--- src/rtl/alu_op_sequencer.sv ---
// rtl/alu_op_sequencer.sv - accepts one ALU request, drives registered operands, waits for settle, returns the captured result
module alu_op_sequencer #(
    parameter int unsigned WAIT_CYCLES = 1
) (
    input  logic        clk,
    input  logic        reset,
    input  logic        req_valid,
    output logic        req_ready,
    input  logic [1:0]  req_alu_op,
    input  logic [2:0]  req_funct3,
    input  logic        req_funct7_5,
    input  logic [31:0] req_a,
    input  logic [31:0] req_b,
    output logic [31:0] alu_a,
    output logic [31:0] alu_b,
    output logic [3:0]  alu_control,
    input  logic [31:0] alu_result,
    input  logic        alu_zero,
    output logic        rsp_valid,
    input  logic        rsp_ready,
    output logic [31:0] rsp_result,
    output logic        rsp_zero,
    output logic        rsp_err
);

    typedef enum logic [1:0] {
        S_IDLE = 2'd0,
        S_WAIT = 2'd1,
        S_RESP = 2'd2
    } state_t;

    localparam logic [3:0] CNT_LOAD = 4'(WAIT_CYCLES - 1);

    state_t      state_q, state_d;
    logic [3:0]  cnt_q, cnt_d;
    logic [31:0] alu_a_q, alu_a_d;
    logic [31:0] alu_b_q, alu_b_d;
    logic [3:0]  alu_ctrl_q, alu_ctrl_d;
    logic [31:0] rsp_result_q, rsp_result_d;
    logic        rsp_zero_q, rsp_zero_d;
    logic        rsp_err_q, rsp_err_d;

    logic        dec_legal;
    logic [3:0]  dec_ctrl;

    // Only the listed R-type funct combinations are supported; everything else flags an error.
    always_comb begin
        dec_legal = 1'b1;
        dec_ctrl  = 4'b0000;
        case (req_alu_op)
            2'b00: dec_ctrl = 4'b0010;
            2'b01: dec_ctrl = 4'b0110;
            2'b10: begin
                case ({req_funct7_5, req_funct3})
                    4'b0_000: dec_ctrl = 4'b0010;
                    4'b1_000: dec_ctrl = 4'b0110;
                    4'b0_111: dec_ctrl = 4'b0000;
                    4'b0_110: dec_ctrl = 4'b0001;
                    4'b0_010: dec_ctrl = 4'b0111;
                    4'b1_100: dec_ctrl = 4'b1100;
                    default:  dec_legal = 1'b0;
                endcase
            end
            default: dec_legal = 1'b0;
        endcase
    end

    always_ff @(posedge clk or posedge reset) begin
        if (reset) begin
            state_q      <= S_IDLE;
            cnt_q        <= 4'd0;
            alu_a_q      <= 32'd0;
            alu_b_q      <= 32'd0;
            alu_ctrl_q   <= 4'd0;
            rsp_result_q <= 32'd0;
            rsp_zero_q   <= 1'b0;
            rsp_err_q    <= 1'b0;
        end else begin
            state_q      <= state_d;
            cnt_q        <= cnt_d;
            alu_a_q      <= alu_a_d;
            alu_b_q      <= alu_b_d;
            alu_ctrl_q   <= alu_ctrl_d;
            rsp_result_q <= rsp_result_d;
            rsp_zero_q   <= rsp_zero_d;
            rsp_err_q    <= rsp_err_d;
        end
    end

    always_comb begin
        state_d      = state_q;
        cnt_d        = cnt_q;
        alu_a_d      = alu_a_q;
        alu_b_d      = alu_b_q;
        alu_ctrl_d   = alu_ctrl_q;
        rsp_result_d = rsp_result_q;
        rsp_zero_d   = rsp_zero_q;
        rsp_err_d    = rsp_err_q;
        case (state_q)
            S_IDLE: begin
                if (req_valid) begin
                    if (dec_legal) begin
                        alu_a_d    = req_a;
                        alu_b_d    = req_b;
                        alu_ctrl_d = dec_ctrl;
                        cnt_d      = CNT_LOAD;
                        state_d    = S_WAIT;
                    end else begin
                        // Illegal ops never touch the ALU operands and skip the settle wait.
                        rsp_result_d = 32'd0;
                        rsp_zero_d   = 1'b0;
                        rsp_err_d    = 1'b1;
                        state_d      = S_RESP;
                    end
                end
            end
            S_WAIT: begin
                if (cnt_q != 4'd0) begin
                    cnt_d = cnt_q - 4'd1;
                end else begin
                    rsp_result_d = alu_result;
                    rsp_zero_d   = alu_zero;
                    rsp_err_d    = 1'b0;
                    state_d      = S_RESP;
                end
            end
            S_RESP: begin
                if (rsp_ready) begin
                    state_d = S_IDLE;
                end
            end
            default: state_d = S_IDLE;
        endcase
    end

    always_comb begin
        req_ready = (state_q == S_IDLE);
        rsp_valid = (state_q == S_RESP);
    end

    assign alu_a       = alu_a_q;
    assign alu_b       = alu_b_q;
    assign alu_control = alu_ctrl_q;
    assign rsp_result  = rsp_result_q;
    assign rsp_zero    = rsp_zero_q;
    assign rsp_err     = rsp_err_q;

endmodule

--- config.mk ---
export PLATFORM = sky130hd
export DESIGN_NAME = alu_op_sequencer
export DESIGN_NICKNAME = d
export VERILOG_FILES = /design/src/rtl/alu_op_sequencer.sv
export SDC_FILE = /design/constraint.sdc
export NUM_CORES = 1
export LEC_CHECK = 0
export CORE_ASPECT_RATIO = 1.2
export CORE_MARGIN = 2
export CORE_UTILIZATION = 44
export CTS_BUF_LIST = sky130_fd_sc_hd__clkbuf_2 sky130_fd_sc_hd__clkbuf_4 sky130_fd_sc_hd__clkbuf_8
export CTS_CLUSTER_SIZE = 10
export DETAILED_ROUTE_END_ITERATION = 10
export HOLD_SLACK_MARGIN = 0.12
export PLACE_DENSITY = 0.82
export SYNTH_ARGS = -nofsm -noshare
export SYNTH_HDL_FRONTEND = slang
export SYNTH_SLANG_ARGS = --single-unit
--- constraint.sdc ---
create_clock -name clk -period 6.2 [get_ports clk]
set_clock_uncertainty 0.2 [all_clocks]
set_input_delay 1.55 -clock clk [delete_from_list [all_inputs] [get_ports clk]]
set_output_delay 1.55 -clock clk [all_outputs]
set_load 0.02 [all_outputs]
Word-level counts from Yosys, hierarchy flattened:

Index checks and enable logic that the tools add are counted.

* reduce and logical (&&, ||, !) cells: 11
* mux-type cells: 25
* equal/unequal tests: 15
* add/sub/neg operators: 1

Operators by type and width (number)
* 32-bit 2-to-1 mux: 3
* 32-bit case mux with 2 select lines: 1
* 4-bit case mux with 5 select lines: 1
* 4-bit 2-to-1 mux: 3
* 4-bit case mux with 3 select lines: 1
* 4-bit by 3-bit equality test with 1-bit output (second input constant): 2
* 4-bit equality test (second input constant): 2
* 2-bit 2-to-1 mux: 4
* 2-bit inequality test (second input constant): 4
* 4-bit case mux with 2 select lines: 1
* 4-bit AND reduction: 2
* 1-bit 2-to-1 mux: 7
* 1-bit case mux with 2 select lines: 3
* 2-bit case mux with 3 select lines: 1
* 3-bit AND reduction: 2
* 6-bit OR reduction: 1
* 2-bit by 1-bit equality test with 1-bit output (second input constant): 2
* 2-bit equality test (second input constant): 2
* 4-bit by 2-bit equality test with 1-bit output (second input constant): 1
* 2-bit zero test: 2
* 4-bit zero test: 1
* 2-bit by 1-bit inequality test with 1-bit output (second input constant): 2
* 4-bit nonzero test: 1
* 4-bit by 1-bit subtractor with 4-bit output (second input constant): 1
* 2 further kinds: 2

* output and inout bits: 104
* register bits after elaboration: 108
* logic and storage cells: 60

Logic depth before layout (Yosys ltp):

* depth in word-level cells: 7
* gate-level depth with buffers: 8
* depth with buffers taken out: 6

Worst setup path before layout:

OpenSTA, ideal clock, no wires.

* kind: input to register
* from: in req_funct3[1]
* to: reg alu_a_q[29], in the netlist alu_a[29]
* library setup time: 125 ps
* setup slack: 2928 ps
* buffers on the path: 2
* stages: 6
* data required time: 5875 ps
* data arrival time: 2947 ps
* cells stage by stage: or3b_1 > a31oi_1 > or4_1 > buf_6 > buf_6 > mux2_4

* cells in the longest elaborated chain, start to end: 5
* elaborated cells between the ends (all ways): 10

Ends and longest elaborated chain
* start: declaration: line 10 `input logic [2:0] req_funct3,`
* 4-bit equality test, or another cell as far along: line 54 `case ({req_funct7_5, req_funct3})`
* 6-bit OR reduction (no source line) *
* 1-bit 2-to-1 mux *: line 54
* 1-bit case mux with 2 select lines *: line 50 `case (req_alu_op)`
* 3-bit AND reduction (no source line) *
* end signal: assignment: line 81 `alu_a_q <= alu_a_d;`
* end: declaration: line 36 `logic [31:0] alu_a_q, alu_a_d;`

Every way passes the cells marked *; elsewhere a longest branch is shown, timed or not.
A chain may end at the register's enable or synchronous reset.

Worst setup path in the final report:

* from: in req_funct7_5
* to: reg alu_b_q[16], in the netlist alu_b[16]

* cells in the longest elaborated chain, start to end: 5
* elaborated cells between the ends (all ways): 10

Ends and longest elaborated chain
* start: declaration: line 11 `input logic req_funct7_5,`
* 4-bit equality test, or another cell as far along: line 54
* 6-bit OR reduction (no source line) *
* 1-bit 2-to-1 mux *: line 54
* 1-bit case mux with 2 select lines *: line 50
* 3-bit AND reduction (no source line) *
* end signal: assignment: line 82 `alu_b_q <= alu_b_d;`
* end: declaration: line 37 `logic [31:0] alu_b_q, alu_b_d;`

Marked as above.

==> impl_metrics.csv <==
group,metric,value,unit
sta,setup_violations,0,
pwr,leakage,3.39,nW
synth,synth.cell_area,5060,um2
pwr,p_total,3.30,mW
synth,async_reset_ff_frac,1.00,
pwr,intPower,2.14,mW
critical_path,worst_setup_path_start_kind,"input port",
sta,tightestPinTransition,0.847,ns
synth,synth.top_cells.by_area,"sky130_fd_sc_hd__dfrtp_1 (53%), sky130_fd_sc_hd__mux2_4 (20%), sky130_fd_sc_hd__a22o_1 (5.7%)",
routing,wire_length_reported_by_the_detailed_router,12.2,mm
cells_and_area,num-fill-cells,841,
die,fp.dieW,102,um
synth,synth_top_area_share,0.534,
cells_and_area,post-route-cell-area,7400,um2
critical_path,worstReg2RegStart,"state_q[1]$_DFFE_PP0P_",
die,core-area,11100,um2
pwr,switch_pwr,1.16,mW
routing,detailedRoute.firstIterationViolations,167,
cells_and_area,layout_stage_area_growth_over_the_synthesis_result,46.4,%
cts,ctsHoldBuffers,0,
critical_path,crit_fanout,45,
sta,final.min_clock_period,4.22,ns
routing,drt_first_pass_iters,4,
critical_path,worst_ep_required_time,6.26,ns
routing,per_cell_routed_wire_length,16.2,um
placed_design,finalWeightedCongestion,0.812,
synth,synth-adder-area-share,0.00495,
die,num_rows,42,
critical_path,worst_ep_arrival_time,4.27,ns
synth,synth.avg_cell_area,12.9,um2
sta,timing.setup.tns,0,ns
placed_design,dp_hpwl,8.57,mm
grt,global_route.usage.total,0.195,
routing,via_per_inst,5.01,
synth,synth.area.mux_share,0.201,
synth,synth-edff-count,0,
synth,most_used_standard_cells_in_the_synthesized_netlist,"sky130_fd_sc_hd__dfrtp_1 (108), sky130_fd_sc_hd__nand2_1 (72), sky130_fd_sc_hd__mux2_4 (67), sky130_fd_sc_hd__a22o_1 (33), sky130_fd_sc_hd__nand3b_1 (33)",
synth,ys_warn_count,0,
cts,numCtsBuffers,9,
routing,detailroute.via_count,3761,
synth,combinational_family_with_the_most_area_after_synthesis,"multiplexers",
sta,final.period_utilization,0.680,
sta,worst_slack,1.98,ns
cts,insertion_delay,0.37,ns
sta,final.hold.worst_slack,0.318,ns
synth,synth.net_count,501,
synth,yosys.area_share.simple,0.130,
sta,relSlewSlack,0.436,
pwr,power.sequential.fraction,0.366,
critical_path,setup.reg_to_reg.worst_slack,3.64,ns
grt,globalRoute.totalOverflow,0,
min_path,timing.hold.worst.start,"alu_a[22]$_DFFE_PP0P_",
grt,first_global_vias,3893,
min_path,capture_endpoint_of_the_worst_hold_path,"alu_a[22]$_DFFE_PP0P_",
synth,synthXorXnorAreaFrac,0.00346,
critical_path,rr_worst_depth,4,
cts,post_cts_resize_count,0,
synth,syn-instance-count,392,
synth,ys_ff_latch,108,
grt,grt_start_max_net_pins,62,
sta,number_of_slew_limit_violations_in_the_final_report,0,
critical_path,critical_path.reg2reg.endpoint,"alu_b[16]$_DFFE_PP0P_",
synth,synth_area_leader_cell,"sky130_fd_sc_hd__dfrtp_1",
grt,top_usage_layer,"met2",
synth,netlist-cell-type-count,33,
sta,achievable-frequency,0.237,GHz
routing,post-route-drc-count,0,
cts,cts_post_setup_buffers_inserted,0,
die,floorplan.die.height,121,um
cts,worst_setup_hold_path_clk_slew,0.10,ns
grt,global_route.usage.met2,0.326,
synth,share_of_the_synthesized_area_in_compound_gates_ao_oa_aoi_oai,0.0791,
pwr,sw_frac,0.352,
synth,yosys.cell_count.top_type,"sky130_fd_sc_hd__dfrtp_1",
grt,groute.layer.met3.usage,0.0524,
cts,cts_root_buf,"sky130_fd_sc_hd__clkbuf_8",
cts,ctsLongestPathBuffers,2,
sta,final_hold_viol_count,0,
min_path,hold_depth,1,
die,num_io_pins,211,
pwr,clkPwrFrac,0.130,
cts,clkSinkCount,108,
grt,grt_pass1_wl,19.1,mm
outcome,outcome,"finished, final reports clean",
grt,initial_antenna_violation_count,0,
placed_design,total_of_buffers_placed_on_input_and_output_ports,210,
cts,ctsHtreeMaxLevel,3,
die,floorplan.initialDensity,0.454,
cells_and_area,post_route_cells_drive_above_1_share,0.164,
pwr,cellPowerDensity,446,nW/um2
placed_design,place_ws,1.61,ns
die,fp.dieArea,12400,um2
cells_and_area,nNetsFinal,701,
sta,rsz_0062_raised_after_global_routing,"no",
job,maxCapViolCount,0,
pwr,ir_drop,0.000216,V
grt,global_route.usage.met1,0.245,
min_path,worst_hold_path_type,"flop to flop",
critical_path,critical_path_class,"input port to flop",
cts,cts_tree,"built",
critical_path,worst_setup_path_end_kind,"flop",
placed_design,placedInstanceArea,7200,um2
synth,most_frequently_used_flop_master_after_synthesis,"sky130_fd_sc_hd__dfrtp_1",
routing,remaining_number_of_nets_flagged_by_the_antenna_check_after_routing,0,
pwr,combinationalPowerShare,0.504,
synth,synth.yosys.seq_area_share,0.534,
cells_and_area,insertedDiodeCount,0,
[worst max path at each step]
stage | startpoint | endpoint | depth (start not counted)
after floorplan | reset | alu_a[0]$_DFFE_PP0P_ | 1
after global placement | req_funct3[2] | alu_a[13]$_DFFE_PP0P_ | 6
after detailed placement | req_funct7_5 | alu_a[13]$_DFFE_PP0P_ | 6
after CTS | req_funct7_5 | alu_b[16]$_DFFE_PP0P_ | 6
after global routing | req_funct3[1] | alu_b[16]$_DFFE_PP0P_ | 6
final | req_funct7_5 | alu_b[16]$_DFFE_PP0P_ | 6
[power groups by stage]
stage / sequential [mW] / combinational [mW] / clock [mW]
5_1_grt: 1.24 / 1.76 / 0.469
4_1_cts: 1.21 / 1.68 / 0.444
2_1_floorplan: 1.55 / 0.564 / 0
6_report: 1.21 / 1.66 / 0.430
3_5_place_dp: 1.21 / 1.68 / 0
3_3_place_gp: 1.20 / 1.65 / 0
[cell usage in the layout (no fill, tap or decap), types with 2 or more instances in the layout]
cell type / count
sky130_fd_sc_hd__nand3b_1: 33
sky130_fd_sc_hd__and2_1: 2
sky130_fd_sc_hd__clkdlybuf4s50_1: 210
sky130_fd_sc_hd__a22o_1: 33
sky130_fd_sc_hd__nor3b_1: 2
sky130_fd_sc_hd__o21ai_0: 4
sky130_fd_sc_hd__nor2b_1: 3
sky130_fd_sc_hd__mux2_4: 67
sky130_fd_sc_hd__clkbuf_8: 9
sky130_fd_sc_hd__buf_4: 7
sky130_fd_sc_hd__nand3_1: 3
sky130_fd_sc_hd__nor3_1: 3
sky130_fd_sc_hd__ha_1: 2
sky130_fd_sc_hd__nor2_1: 6
sky130_fd_sc_hd__a21oi_1: 3
sky130_fd_sc_hd__nand2_1: 72
sky130_fd_sc_hd__clkinvlp_4: 2
sky130_fd_sc_hd__dfrtp_1: 108
sky130_fd_sc_hd__inv_1: 5
sky130_fd_sc_hd__xnor2_1: 2
sky130_fd_sc_hd__clkinv_4: 2
[kinds of logic after synthesis]
logic type	after synthesis
and+or+nand+nor	129
DFF	108
muxes	68
AOI/OAI and AO/OA	49
buffers and inverters	34
xor gates and xnor gates	2
adders and majority gates	2
[per-layer routing]
layer | wire length, um | vias to the layer above
met2 | 6030 | 150
met3 | 864 | 18
met1 | 5050 | 1833
li1 | - | 1760
met5 | 0 | -
met4 | 214 | 0
[registers in the layout (all words and copies together) (netlist names)]
name	flops
rsp_zero	1
alu_a	32
cnt_q	4
state_q	2
rsp_err	1
alu_b	32
alu_control	4
rsp_result	32
[final cells by class]
class	count	area, um2	share of cell area
Sequential cell	108	2700	0.365
Clock buffer	9	124	0.0167
Inverter	6	25.0	0.00338
Multi-Input combinational cell	250	2130	0.287
Tap cell	154	193	0.0260
Clock inverter	7	76.3	0.0103
Timing Repair Buffer	217	2150	0.291
[through the flow]
stage	cells	utilization
floorplan	392	-
global route	751	0.665
global placement	735	0.647
CTS	751	0.665
detailed placement	735	0.647
finish	751	0.665
[critical path, stage by stage]
cell and delay [ns]:
sky130_fd_sc_hd__clkdlybuf4s50_1 0.51, sky130_fd_sc_hd__or3b_1 0.43, sky130_fd_sc_hd__a31oi_1 0.30, sky130_fd_sc_hd__or4_4 0.71, sky130_fd_sc_hd__buf_4 0.40, sky130_fd_sc_hd__mux2_4 0.33
Note: power is estimated with default switching activity, not from simulation.
